<file path="src/rtl/pc_gen.sv">
// pc_gen: fetch-address generator for the pipelined RISC-V core.
// Holds the PC at the reset vector through a short start-up window, then
// steps sequentially, honours an N-way stall and three prioritised redirect
// sources (trap > ret > branch). A redirect raised while stalled is parked
// in a one-entry pending buffer and applied when the stall releases.
module pc_gen #(
  parameter int unsigned          ADDR_W       = 32,
  parameter logic [ADDR_W-1:0]    RESET_VECTOR = {ADDR_W{1'b0}},
  parameter int unsigned          STALL_N      = 3,
  parameter int unsigned          INIT_CYCLES  = 1,
  parameter int unsigned          ALIGN_BITS   = 2
) (
  input  logic               clk,
  input  logic               rst,
  input  logic [STALL_N-1:0] stall_i,
  input  logic               br_valid_i,
  input  logic [ADDR_W-1:0]  br_target_i,
  input  logic               ret_valid_i,
  input  logic [ADDR_W-1:0]  ret_target_i,
  input  logic               trap_valid_i,
  input  logic [ADDR_W-1:0]  trap_target_i,
  output logic [ADDR_W-1:0]  pc_o,
  output logic               pc_valid_o,
  output logic               redirect_o,
  output logic               misalign_o
);

  typedef enum logic [1:0] {
    ST_INIT = 2'd0,
    ST_RUN  = 2'd1,
    ST_HOLD = 2'd2
  } state_t;

  localparam logic [ADDR_W-1:0] ONE        = {{(ADDR_W-1){1'b0}}, 1'b1};
  localparam logic [ADDR_W-1:0] PC_STEP    = ONE << ALIGN_BITS;
  localparam logic [ADDR_W-1:0] ALIGN_MASK = ~(PC_STEP - ONE);
  localparam logic [3:0]        INIT_LAST  = 4'(INIT_CYCLES);

  // Priority codes; 0 means "no request" so any real request beats an empty buffer.
  localparam logic [1:0] PRIO_NONE = 2'd0;
  localparam logic [1:0] PRIO_BR   = 2'd1;
  localparam logic [1:0] PRIO_RET  = 2'd2;
  localparam logic [1:0] PRIO_TRAP = 2'd3;

  // Clear the low alignment bits of a redirect target.
  function automatic logic [ADDR_W-1:0] align_target(input logic [ADDR_W-1:0] t);
    return t & ALIGN_MASK;
  endfunction

  // Flag a target whose low alignment bits are not all zero.
  function automatic logic is_misaligned(input logic [ADDR_W-1:0] t);
    return |(t & ~ALIGN_MASK);
  endfunction

  state_t              state_r, state_s;
  logic [ADDR_W-1:0]   pc_r, pc_s;
  logic                pc_valid_r, pc_valid_s;
  logic                redirect_r, redirect_s;
  logic                misalign_r, misalign_s;
  logic [3:0]          init_cnt_r, init_cnt_s;
  logic [ADDR_W-1:0]   pend_target_r, pend_target_s;
  logic [1:0]          pend_prio_r, pend_prio_s;
  logic                pend_mis_r, pend_mis_s;

  logic                stall_s;
  logic                req_valid_s;
  logic [1:0]          req_prio_s;
  logic [ADDR_W-1:0]   req_target_s;
  logic                req_mis_s;
  logic                take_new_s;
  logic [ADDR_W-1:0]   win_target_s;
  logic [1:0]          win_prio_s;
  logic                win_mis_s;

  assign stall_s = |stall_i;

  // Pick this cycle's winning new request (trap > ret > branch) and align it.
  always_comb begin
    req_valid_s  = 1'b0;
    req_prio_s   = PRIO_NONE;
    req_target_s = {ADDR_W{1'b0}};
    req_mis_s    = 1'b0;
    if (trap_valid_i) begin
      req_valid_s  = 1'b1;
      req_prio_s   = PRIO_TRAP;
      req_target_s = align_target(trap_target_i);
      req_mis_s    = is_misaligned(trap_target_i);
    end else if (ret_valid_i) begin
      req_valid_s  = 1'b1;
      req_prio_s   = PRIO_RET;
      req_target_s = align_target(ret_target_i);
      req_mis_s    = is_misaligned(ret_target_i);
    end else if (br_valid_i) begin
      req_valid_s  = 1'b1;
      req_prio_s   = PRIO_BR;
      req_target_s = align_target(br_target_i);
      req_mis_s    = is_misaligned(br_target_i);
    end else begin
      req_valid_s  = 1'b0;
    end
  end

  // Merge new request with the pending one; equal priority favours the newer request.
  always_comb begin
    take_new_s = req_valid_s && (req_prio_s >= pend_prio_r);
    if (take_new_s) begin
      win_target_s = req_target_s;
      win_prio_s   = req_prio_s;
      win_mis_s    = req_mis_s;
    end else begin
      win_target_s = pend_target_r;
      win_prio_s   = pend_prio_r;
      win_mis_s    = pend_mis_r;
    end
  end

  // Next-state and next-output logic for the INIT / RUN / HOLD sequencer.
  always_comb begin
    state_s       = state_r;
    pc_s          = pc_r;
    pc_valid_s    = pc_valid_r;
    redirect_s    = 1'b0;
    misalign_s    = 1'b0;
    init_cnt_s    = init_cnt_r;
    pend_target_s = pend_target_r;
    pend_prio_s   = pend_prio_r;
    pend_mis_s    = pend_mis_r;
    case (state_r)
      ST_INIT: begin
        init_cnt_s = init_cnt_r + 4'd1;
        if ((init_cnt_r + 4'd1) == INIT_LAST) begin
          state_s    = ST_RUN;
          pc_valid_s = 1'b1;
        end else begin
          state_s    = ST_INIT;
          pc_valid_s = 1'b0;
        end
      end
      ST_RUN: begin
        pc_valid_s = 1'b1;
        if (!stall_s) begin
          if (req_valid_s) begin
            pc_s       = req_target_s;
            redirect_s = 1'b1;
            misalign_s = req_mis_s;
          end else begin
            pc_s = pc_r + PC_STEP;
          end
        end else if (req_valid_s) begin
          pend_target_s = req_target_s;
          pend_prio_s   = req_prio_s;
          pend_mis_s    = req_mis_s;
          state_s       = ST_HOLD;
        end else begin
          state_s = ST_RUN;
        end
      end
      ST_HOLD: begin
        pc_valid_s = 1'b1;
        if (stall_s) begin
          pend_target_s = win_target_s;
          pend_prio_s   = win_prio_s;
          pend_mis_s    = win_mis_s;
        end else begin
          pc_s          = win_target_s;
          redirect_s    = 1'b1;
          misalign_s    = win_mis_s;
          pend_target_s = {ADDR_W{1'b0}};
          pend_prio_s   = PRIO_NONE;
          pend_mis_s    = 1'b0;
          state_s       = ST_RUN;
        end
      end
      default: begin
        state_s       = ST_INIT;
        pc_s          = RESET_VECTOR;
        pc_valid_s    = 1'b0;
        init_cnt_s    = 4'd0;
        pend_target_s = {ADDR_W{1'b0}};
        pend_prio_s   = PRIO_NONE;
        pend_mis_s    = 1'b0;
      end
    endcase
  end

  // State, PC, pending buffer and output pulse registers.
  always_ff @(posedge clk or negedge rst) begin
    if (!rst) begin
      state_r       <= ST_INIT;
      pc_r          <= RESET_VECTOR;
      pc_valid_r    <= 1'b0;
      redirect_r    <= 1'b0;
      misalign_r    <= 1'b0;
      init_cnt_r    <= 4'd0;
      pend_target_r <= {ADDR_W{1'b0}};
      pend_prio_r   <= PRIO_NONE;
      pend_mis_r    <= 1'b0;
    end else begin
      state_r       <= state_s;
      pc_r          <= pc_s;
      pc_valid_r    <= pc_valid_s;
      redirect_r    <= redirect_s;
      misalign_r    <= misalign_s;
      init_cnt_r    <= init_cnt_s;
      pend_target_r <= pend_target_s;
      pend_prio_r   <= pend_prio_s;
      pend_mis_r    <= pend_mis_s;
    end
  end

  assign pc_o       = pc_r;
  assign pc_valid_o = pc_valid_r;
  assign redirect_o = redirect_r;
  assign misalign_o = misalign_r;

endmodule

</file>
<file path="config.mk">
export PLATFORM = sky130hd
export DESIGN_NAME = pc_gen
export DESIGN_NICKNAME = d
export VERILOG_FILES = /design/src/rtl/pc_gen.sv
export SDC_FILE = /design/constraint.sdc
export NUM_CORES = 1
export LEC_CHECK = 0
export ABC_AREA = 1
export CORE_MARGIN = 8
export CORE_UTILIZATION = 35
export DETAILED_ROUTE_END_ITERATION = 10
export PLACE_DENSITY = 0.7
export SLEW_MARGIN = 20
export SYNTH_ARGS = -nofsm -noshare
export SYNTH_HDL_FRONTEND = slang
export SYNTH_SLANG_ARGS = --single-unit
</file>
<file path="constraint.sdc">
create_clock -name clk -period 2.45 [get_ports clk]
set_input_delay 0.49 -clock clk [delete_from_list [all_inputs] [get_ports clk]]
set_output_delay 0.49 -clock clk [all_outputs]
set_load 0.005 [all_outputs]
</file>
==> results of run 1 <==
[cells in the mapped netlist (all sizes together) (2+ instances only)]
master  count  share of area
nand3      81          0.069
inv        70          0.044
a21o        5         0.0062
xnor2       2         0.0029
a21oi      43          0.036
xor2        3         0.0044
clkbuf      6         0.0037
ha          9          0.019
dfrtp      76           0.32
o21ai      90          0.078
nor2       77          0.059
nand4       3         0.0031
nand2     441           0.28
buf        37          0.045
or2        28          0.029
[final timing paths]
| path | slack [ps] | end | start |
|---|---|---|---|
| max in group asynchronous | 1790 | pend_target_r[9]$_DFFE_PN0P_ | rst |
| setup reg to reg | 340 | pc_o[5]$_DFFE_PN0P_ | state_r[1]$_DFFE_PN0P_ |
| min in group clk | 480 | pend_target_r[26]$_DFFE_PN0P_ | pend_target_r[26]$_DFFE_PN0P_ |
| hold reg to reg | 480 | pend_target_r[26]$_DFFE_PN0P_ | pend_target_r[26]$_DFFE_PN0P_ |
| hold / removal | 50 | pend_target_r[21]$_DFFE_PN0P_ | rst |
| setup / recovery | 150 | pc_o[2]$_DFFE_PN0P_ | br_valid_i |
[what timing repair did]
item | CTS | global route
endpoints found under the setup margin | 0 | 15
hold buffers | 0 | 0
gates resized for setup | 0 | 3
[cells by family (layout without fill, tap and decap cells)]
kind of cell / Yosys count / after routing / synth area share
AOI/OAI and AO/OA: 142 / 142 / 0.125
xor gates and xnor gates: 5 / 5 / 0.00727
adders and majority gates: 9 / 9 / 0.0187
buffers and inverters: 113 / 274 / 0.0923
DFF: 76 / 76 / 0.316
and+or+nand+nor: 631 / 631 / 0.441
[sequential cells by signal (all words and copies together), names as in the netlist]
register,flops
pend_target_r,32
pend_prio_r,2
misalign_o,1
pend_mis_r,1
redirect_o,1
pc_o,32
state_r,2
init_cnt_r,4
pc_valid_o,1
[power by group through the flow]
stage / Sequential, W / Clock, W / Combinational (W)
global route: 0.00230 / 0.00162 / 0.00421
floorplan: 0.00213 / 0 / 0.00224
finish: 0.00223 / 0.00155 / 0.00379
CTS: 0.00222 / 0.00156 / 0.00378
global placement: 0.00222 / 0 / 0.00369
detailed placement: 0.00224 / 0 / 0.00374
[metal layers]
metal	part of all wire	vias up	GRT usage
met1	0.47	3182	0.265
met2	0.45	276	0.303
li1	-	3401	-
met3	0.069	25	0.0378
met5	0	-	0
met4	0.017	0	0.0551
[cell type report]
type,count,share of cell area
inverters,70,0.0321
flip-flops and latches,76,0.233
repair buffers,189,0.223
clock inverters,5,0.0122
clock buffers,10,0.0292
well taps,225,0.0344
multi-input cells,787,0.436
[metrics by stage]
stage | cells | cell area (µm²) | setup WS, ps | total power, W
global route | 1362 | 8180 | 9.68 | 0.00813
global placement | 1347 | 7830 | -206 | 0.00592
detailed placement | 1347 | 7830 | -284 | 0.00597
finish | 1362 | 8180 | 154 | 0.00758
floorplan | 976 | 6020 | 240 | 0.00436
CTS | 1362 | 8170 | 74.3 | 0.00756
==> impl_metrics.ini, run 1 <==
[logic_synthesis]
synth_nets = 1089
syn_area_mm2 = 0.00602
seq_area_frac_synth = 0.316
postSynthAreaPerCell_um2 = 6.17
netlist-cell-type-count = 34
synth-seq-cells = 76
synthCells = 976
synth_edf_count = 0
async_flop_share = 1.00
synth_top_flop_cell = dfrtp_1
yosysWarnings = 0

[sta]
hold-worst-slack_ps = 52.9
period_needed_ps = 2300
final.setup_skew_ps = 4.91
setup_viol = 0
timing.final.hold_violations = 0
fin_crit_sh = 0.937
grt_setup_unrepaired = no
fmax_mhz = 435
maxSlewViolCount = 0
tns_ps = 0
max_slew_margin = 0.693
worst_slew_pin_slew_ps = 456

[floorplan]
ios = 139
die_h_um = 147
rows = 48
start_util = 0.353
core_area_mm2 = 0.0171
die_w_um = 147
floorplan.die_area_mm2 = 0.0217

[setup_path]
cp_slowest_stage_delay_ps = 420
critical_path.slowest_cell = clkdlybuf4s50_1
cpLargestDelayFamily = buffers and inverters
critPathMaxFanout = 20
critPathRequiredTime_ps = 2670
worstSetupPathType = in -> reg
rr_worst_depth = 10
path_depth = 14
crit_buf_inv = 4
critPathCaptureType = flip-flop
start_kind = input port
path_cells = clkdlybuf4s50_1, inv_2, nor2_8, nor2_1, ha_1, o21ai_0, nand2_1, nand2_4, inv_2, buf_12, o21ai_0, nor2_1, o21ai_1, nand2_1
cp.arrival_ps = 2520

[placement]
io_buffers = 138
place_congestion = 0.883
hpwl_mm = 16.0

[route]
ant_nets = 0
route.detailed.drc = 0
vias = 6884
drt-pass1-iter-count = 5
totalWireLength_mm = 21.1
via_per_inst = 5.05
avgRoutedWirePerCell_um = 15.5
drtIter0Drc = 643

[run]
maxCapViolCount = 0

[power_and_ir_drop]
ir_drop_uv = 461
p_leak_nw = 3.90
seqPwrFrac = 0.295
clock_power_share = 0.205
sw_frac_of_total = 0.426
pwr-share-comb = 0.500
powerDensity_mw_per_mm2 = 927
p_sw_w = 0.00323
cellInternalPower_w = 0.00435

[clock_tree]
cts_buffer_depth = 2
cts_setup_buffers = 0
cts_sinks = 76
clk_pin_slew_ps = 60
cts_made_buffers = 9
cts_tree = done
htreeDepth = 3
clk_latency_ps = 340
cts_root_buffer = clkbuf_16

[layout]
multi_input_comb_area_mm2 = 0.00356
layout_commonest_cell = nand2_1
syn2layout_area_growth_pct = 35.8
regArea_mm2 = 0.00190
layout-drive-gt1-share = 0.0853
final_nets = 1246
final_util = 0.479
nFillCells = 1762
num_antenna_cells = 0
final_cell_mix = nand2_1, clkdlybuf4s50_1, nand3_1, dfrtp_1, nor2_1

[global_route]
grt_max_degree = 55
grt_pass1_wl_mm = 34.5
grt-ovfl-total = 0
grt_pass1_vias = 6697
antenna_found_initial = 0
track_usage = 0.194

[outcome]
status = completed

[min_path]
holdCritPathClass = in -> async
Note: power is estimated with default switching activity, not from simulation.
==> run 2: changes to the inputs <==
- SETUP_SLACK_MARGIN: not set -> 0.2
==> impl_metrics.ini, run 2 (synthesis results as in run 1) <==
[outcome]
status = completed

[clock_tree]
htreeDepth = 3
ctsHoldBuffers = 0
cts_sinks = 76
clk_latency_ps = 340
clk_pin_slew_ps = 60
cts_buffer_depth = 2
cts_made_buffers = 9
cts_root_buffer = clkbuf_16
cts_tree = done

[global_route]
grt-ovfl-total = 0
grt_pass1_wl_mm = 34.5
grt_max_degree = 55
track_usage = 0.194
antenna_found_initial = 0
grt_pass1_vias = 6697

[sta]
tns_ps = 0
worst_slew_pin_slew_ps = 482
fmax_mhz = 470
final.setup_skew_ps = 4.38
max_slew_margin = 0.675
period_needed_ps = 2130
setup_slack_ps = 324
timing.final.hold_violations = 0
fin_crit_sh = 0.868
grt_setup_unrepaired = no
maxSlewViolCount = 0
setup_viol = 0
hold-worst-slack_ps = 51.3

[layout]
layout_commonest_cell = nand2_1
final_cell_mix = nand2_1, clkdlybuf4s50_1, nand3_1, dfrtp_1, nor2_1
final_nets = 1252
num_antenna_cells = 0
layout-drive-gt1-share = 0.0962
nFillCells = 1740
syn2layout_area_growth_pct = 37.9

[floorplan]
core_area_mm2 = 0.0171
rows = 48
die_h_um = 147
ios = 139
floorplan.die_area_mm2 = 0.0217
die_w_um = 147
start_util = 0.353

[route]
route.detailed.drc = 0
drt-pass1-iter-count = 5
via_per_inst = 5.09
ant_nets = 0
avgRoutedWirePerCell_um = 15.8
drtIter0Drc = 619
vias = 6961
totalWireLength_mm = 21.6

[power_and_ir_drop]
finalPower_w = 0.00772
seqPwrFrac = 0.290
clock_power_share = 0.202
p_leak_nw = 3.97
cellInternalPower_w = 0.00442
pwr-share-comb = 0.507
sw_frac_of_total = 0.428
p_sw_w = 0.00330
ir_drop_uv = 462
powerDensity_mw_per_mm2 = 930

[placement]
place_congestion = 0.883
io_buffers = 138
dpl_worst_slack_ps = -284
hpwl_mm = 16.0

[setup_path]
critPathMaxFanout = 12
critPathRequiredTime_ps = 2720
worstSetupPathType = reg -> reg
cp.arrival_ps = 2390
critPathCaptureType = flip-flop
start_kind = flip-flop

[run]
maxCapViolCount = 0

[min_path]
holdCritPathClass = in -> async
[run 2: cell count changes in the layout (fill, tap and decap cells not counted), sizes merged]
cell	before	now
buf	52	56
clkbuf	10	13
clkdlybuf4s50	136	134
dlymetal6s2s	1	2
[run 2: power by group through the flow]
stage,sequential (W),combinational [W],clock (W)
after floorplan,0.00213,0.00224,0
after global placement,0.00222,0.00369,0
after detailed placement,0.00224,0.00374,0
after CTS,0.00223,0.00378,0.00156
after global routing,0.00231,0.00433,0.00162
final,0.00224,0.00392,0.00156
[run 2: per-stage QoR]
stage	util	cell area, µm²	cells
final	0.487	8300	1368
after global routing	0.487	8300	1368
after CTS	0.479	8170	1362
after detailed placement	0.459	7830	1347
after global placement	0.459	7830	1347
after floorplan	-	6020	976
[run 2: final timing paths]
kind,start,endpoint,slack [ps],depth (start not counted)
worst max register to register,state_r[1]$_DFFE_PN0P_,pc_o[5]$_DFFE_PN0P_,320,10
max in group asynchronous,rst,pend_target_r[9]$_DFFE_PN0P_,1790,2
worst min-delay path,rst,pend_target_r[21]$_DFFE_PN0P_,50,1
worst min register to register,pend_target_r[26]$_DFFE_PN0P_,pend_target_r[26]$_DFFE_PN0P_,480,2
worst max-delay path,state_r[1]$_DFFE_PN0P_,pc_o[5]$_DFFE_PN0P_,320,10
min in group clk,pend_target_r[26]$_DFFE_PN0P_,pend_target_r[26]$_DFFE_PN0P_,480,2
[run 2: worst max-delay path, stage by stage (launching register included)]
cell     delay [ps]
dfrtp_1         400
inv_1           100
ha_1            260
inv_1           250
buf_4           260
nor2_1          180
inv_1           110
or2_1           260
nand3_1          90
nand2_1          50
o21ai_1          70
[run 2: what timing repair did]
| action | in CTS | in global routing |
|---|---|---|
| cloned | 0 | 2 |
| pin swaps | 0 | 8 |
| resized for setup | 5 | 21 |
| setup endpoints to repair | 32 | 51 |
| setup buffers | 0 | 4 |
[run 2: layer usage]
layer,global-route usage,part of all wire,vias up
met3,0.0378,0.074,34
met2,0.303,0.45,322
met4,0.0551,0.020,0
met5,0,0,-
met1,0.265,0.46,3189
li1,-,-,3416
[run 2: layout make-up]
class	instances	area [µm²]	area share
Multi-Input combinational cell	787	3590	0.432
Timing Repair Buffer	195	1920	0.232
Sequential cell	76	1900	0.229
Tap cell	225	282	0.0339
Inverter	70	268	0.0322
Clock buffer	10	239	0.0288
Clock inverter	5	100	0.0121
==> run 3: changes to the inputs <==
- CORE_MARGIN: 8 -> not set
==> impl_metrics.ini, run 3 (synthesis results as in run 1) <==
[setup_path]
critPathMaxFanout = 8
cp.arrival_ps = 2360
cp_slowest_stage_delay_ps = 300
start_kind = input port
worstSetupPathType = in -> reg
path_cells = dlygate4sd2_1, buf_4, nor2_8, inv_1, ha_1, o21ai_1, nand2_1, nand2_4, inv_4, buf_6, nand2_1, o21ai_0, o21ai_0, nand2_1, nand2_1
worstSetupStartpoint = ret_valid_i
critPathRequiredTime_ps = 2740
critical_path.slowest_cell = dlygate4sd2_1
critPathCaptureType = flip-flop
cpMostUsedCell = nand2_1
reg2reg_from = pc_o[2]$_DFFE_PN0P_

[clock_tree]
cts_made_buffers = 9
clk_pin_slew_ps = 60
htreeDepth = 3
ctsHoldBuffers = 0
cts_root_buffer = clkbuf_16
cts_buffer_depth = 2
clk_latency_ps = 350
cts_tree = done
cts_sinks = 76

[route]
route.detailed.drc = 0
drtIter0Drc = 514
avgRoutedWirePerCell_um = 14.7
via_per_inst = 5.01
vias = 6810
totalWireLength_mm = 20.0
drt-pass1-iter-count = 5
ant_nets = 0

[placement]
place_congestion = 0.890
dpl_worst_slack_ps = -259
io_buffers = 138
hpwl_mm = 15.2
placed_cells = 1340

[global_route]
grt-ovfl-total = 0
antenna_found_initial = 0
track_usage = 0.232
grt_max_degree = 42
grt_pass1_vias = 6251
grt_pass1_wl_mm = 32.5

[sta]
timing.final.hold_violations = 0
fin_crit_sh = 0.845
period_needed_ps = 2070
max_slew_margin = 0.626
grt_setup_unrepaired = no
setup_viol = 0
setup_slack_ps = 379
worst_slew_pin_slew_ps = 560
maxSlewViolCount = 0
fmax_mhz = 483
hold-worst-slack_ps = 138
final.setup_skew_ps = 7.68

[floorplan]
core_area_mm2 = 0.0167
die_h_um = 133
rows = 47
start_util = 0.361
floorplan.die_area_mm2 = 0.0177
ios = 139
die_w_um = 133

[layout]
final_cell_mix = nand2_1, clkdlybuf4s50_1, nand3_1, dfrtp_1, nor2_1
final_cell_count_no_fill = 1359
nFillCells = 1701
layout-drive-gt1-share = 0.0931
layout_commonest_cell = nand2_1
syn2layout_area_growth_pct = 37.5
final_nets = 1247
num_antenna_cells = 0
final_util = 0.496

[power_and_ir_drop]
ir_drop_uv = 407
seqPwrFrac = 0.294
cellInternalPower_w = 0.00446
pwr-share-comb = 0.491
clock_power_share = 0.215
sw_frac_of_total = 0.419
p_leak_nw = 3.94
p_sw_w = 0.00321
powerDensity_mw_per_mm2 = 927
finalPower_w = 0.00767

[outcome]
status = completed

[min_path]
holdCritPathClass = in -> async

[run]
maxCapViolCount = 0
-- run 3: final cells by class --
cell class | count | area [µm²] | area share
Timing Repair Buffer | 190 | 1890 | 0.228
Multi-Input combinational cell | 787 | 3580 | 0.433
Clock inverter | 7 | 139 | 0.0168
Tap cell | 220 | 275 | 0.0332
Sequential cell | 76 | 1900 | 0.230
Clock buffer | 9 | 225 | 0.0272
Inverter | 70 | 269 | 0.0325
-- run 3: layer usage --
layer | global-route usage | up-vias | part of all wire
li1 | - | 3415 | -
met1 | 0.335 | 3099 | 0.47
met2 | 0.354 | 278 | 0.43
met3 | 0.0377 | 18 | 0.079
met4 | 0.0707 | 0 | 0.016
met5 | 0 | - | 0
-- run 3: power groups by stage --
stage               logic (W)  clock network (W)  registers [W]
floorplan             0.00224                  0        0.00213
global placement      0.00361                  0        0.00225
detailed placement    0.00368                  0        0.00225
CTS                   0.00369            0.00167        0.00224
global route          0.00419            0.00172        0.00232
finish                0.00377            0.00165        0.00225
-- run 3: metrics by stage --
step,TNS [ps],instance area [µm²]
2_1_floorplan,0,6020
5_1_grt,0,8280
4_1_cts,0,8200
6_report,0,8280
3_5_place_dp,-8590,7840
3_3_place_gp,-7070,7840
-- run 3: path summary, 6_finish.rpt --
kind                       slack, ps  depth (start not counted)                       endpoint
min in group clk                 480                          2  pend_target_r[13]$_DFFE_PN0P_
max reg2reg                      460                         10           pc_o[14]$_DFFE_PN0P_
min                              140                          1     pend_prio_r[1]$_DFFE_PN0P_
min reg2reg                      480                          2  pend_target_r[13]$_DFFE_PN0P_
max                              380                         15         pend_mis_r$_DFFE_PN0P_
max in group asynchronous       1690                          2           pc_o[15]$_DFFE_PN0P_
-- run 3: critical path: cells and delay by family --
kind	cells	cell delay [ps]
compound gates	3	320
simple gates	6	570
fa+ha+maj	1	260
buf+inv	5	720
-- run 3: repair_timing --
item | 4_1_cts | 5_1_grt
cloned | 0 | 1
setup buffers | 0 | 2
pin swaps | 0 | 6
endpoints found under the setup margin | 17 | 58
resized for setup | 2 | 16
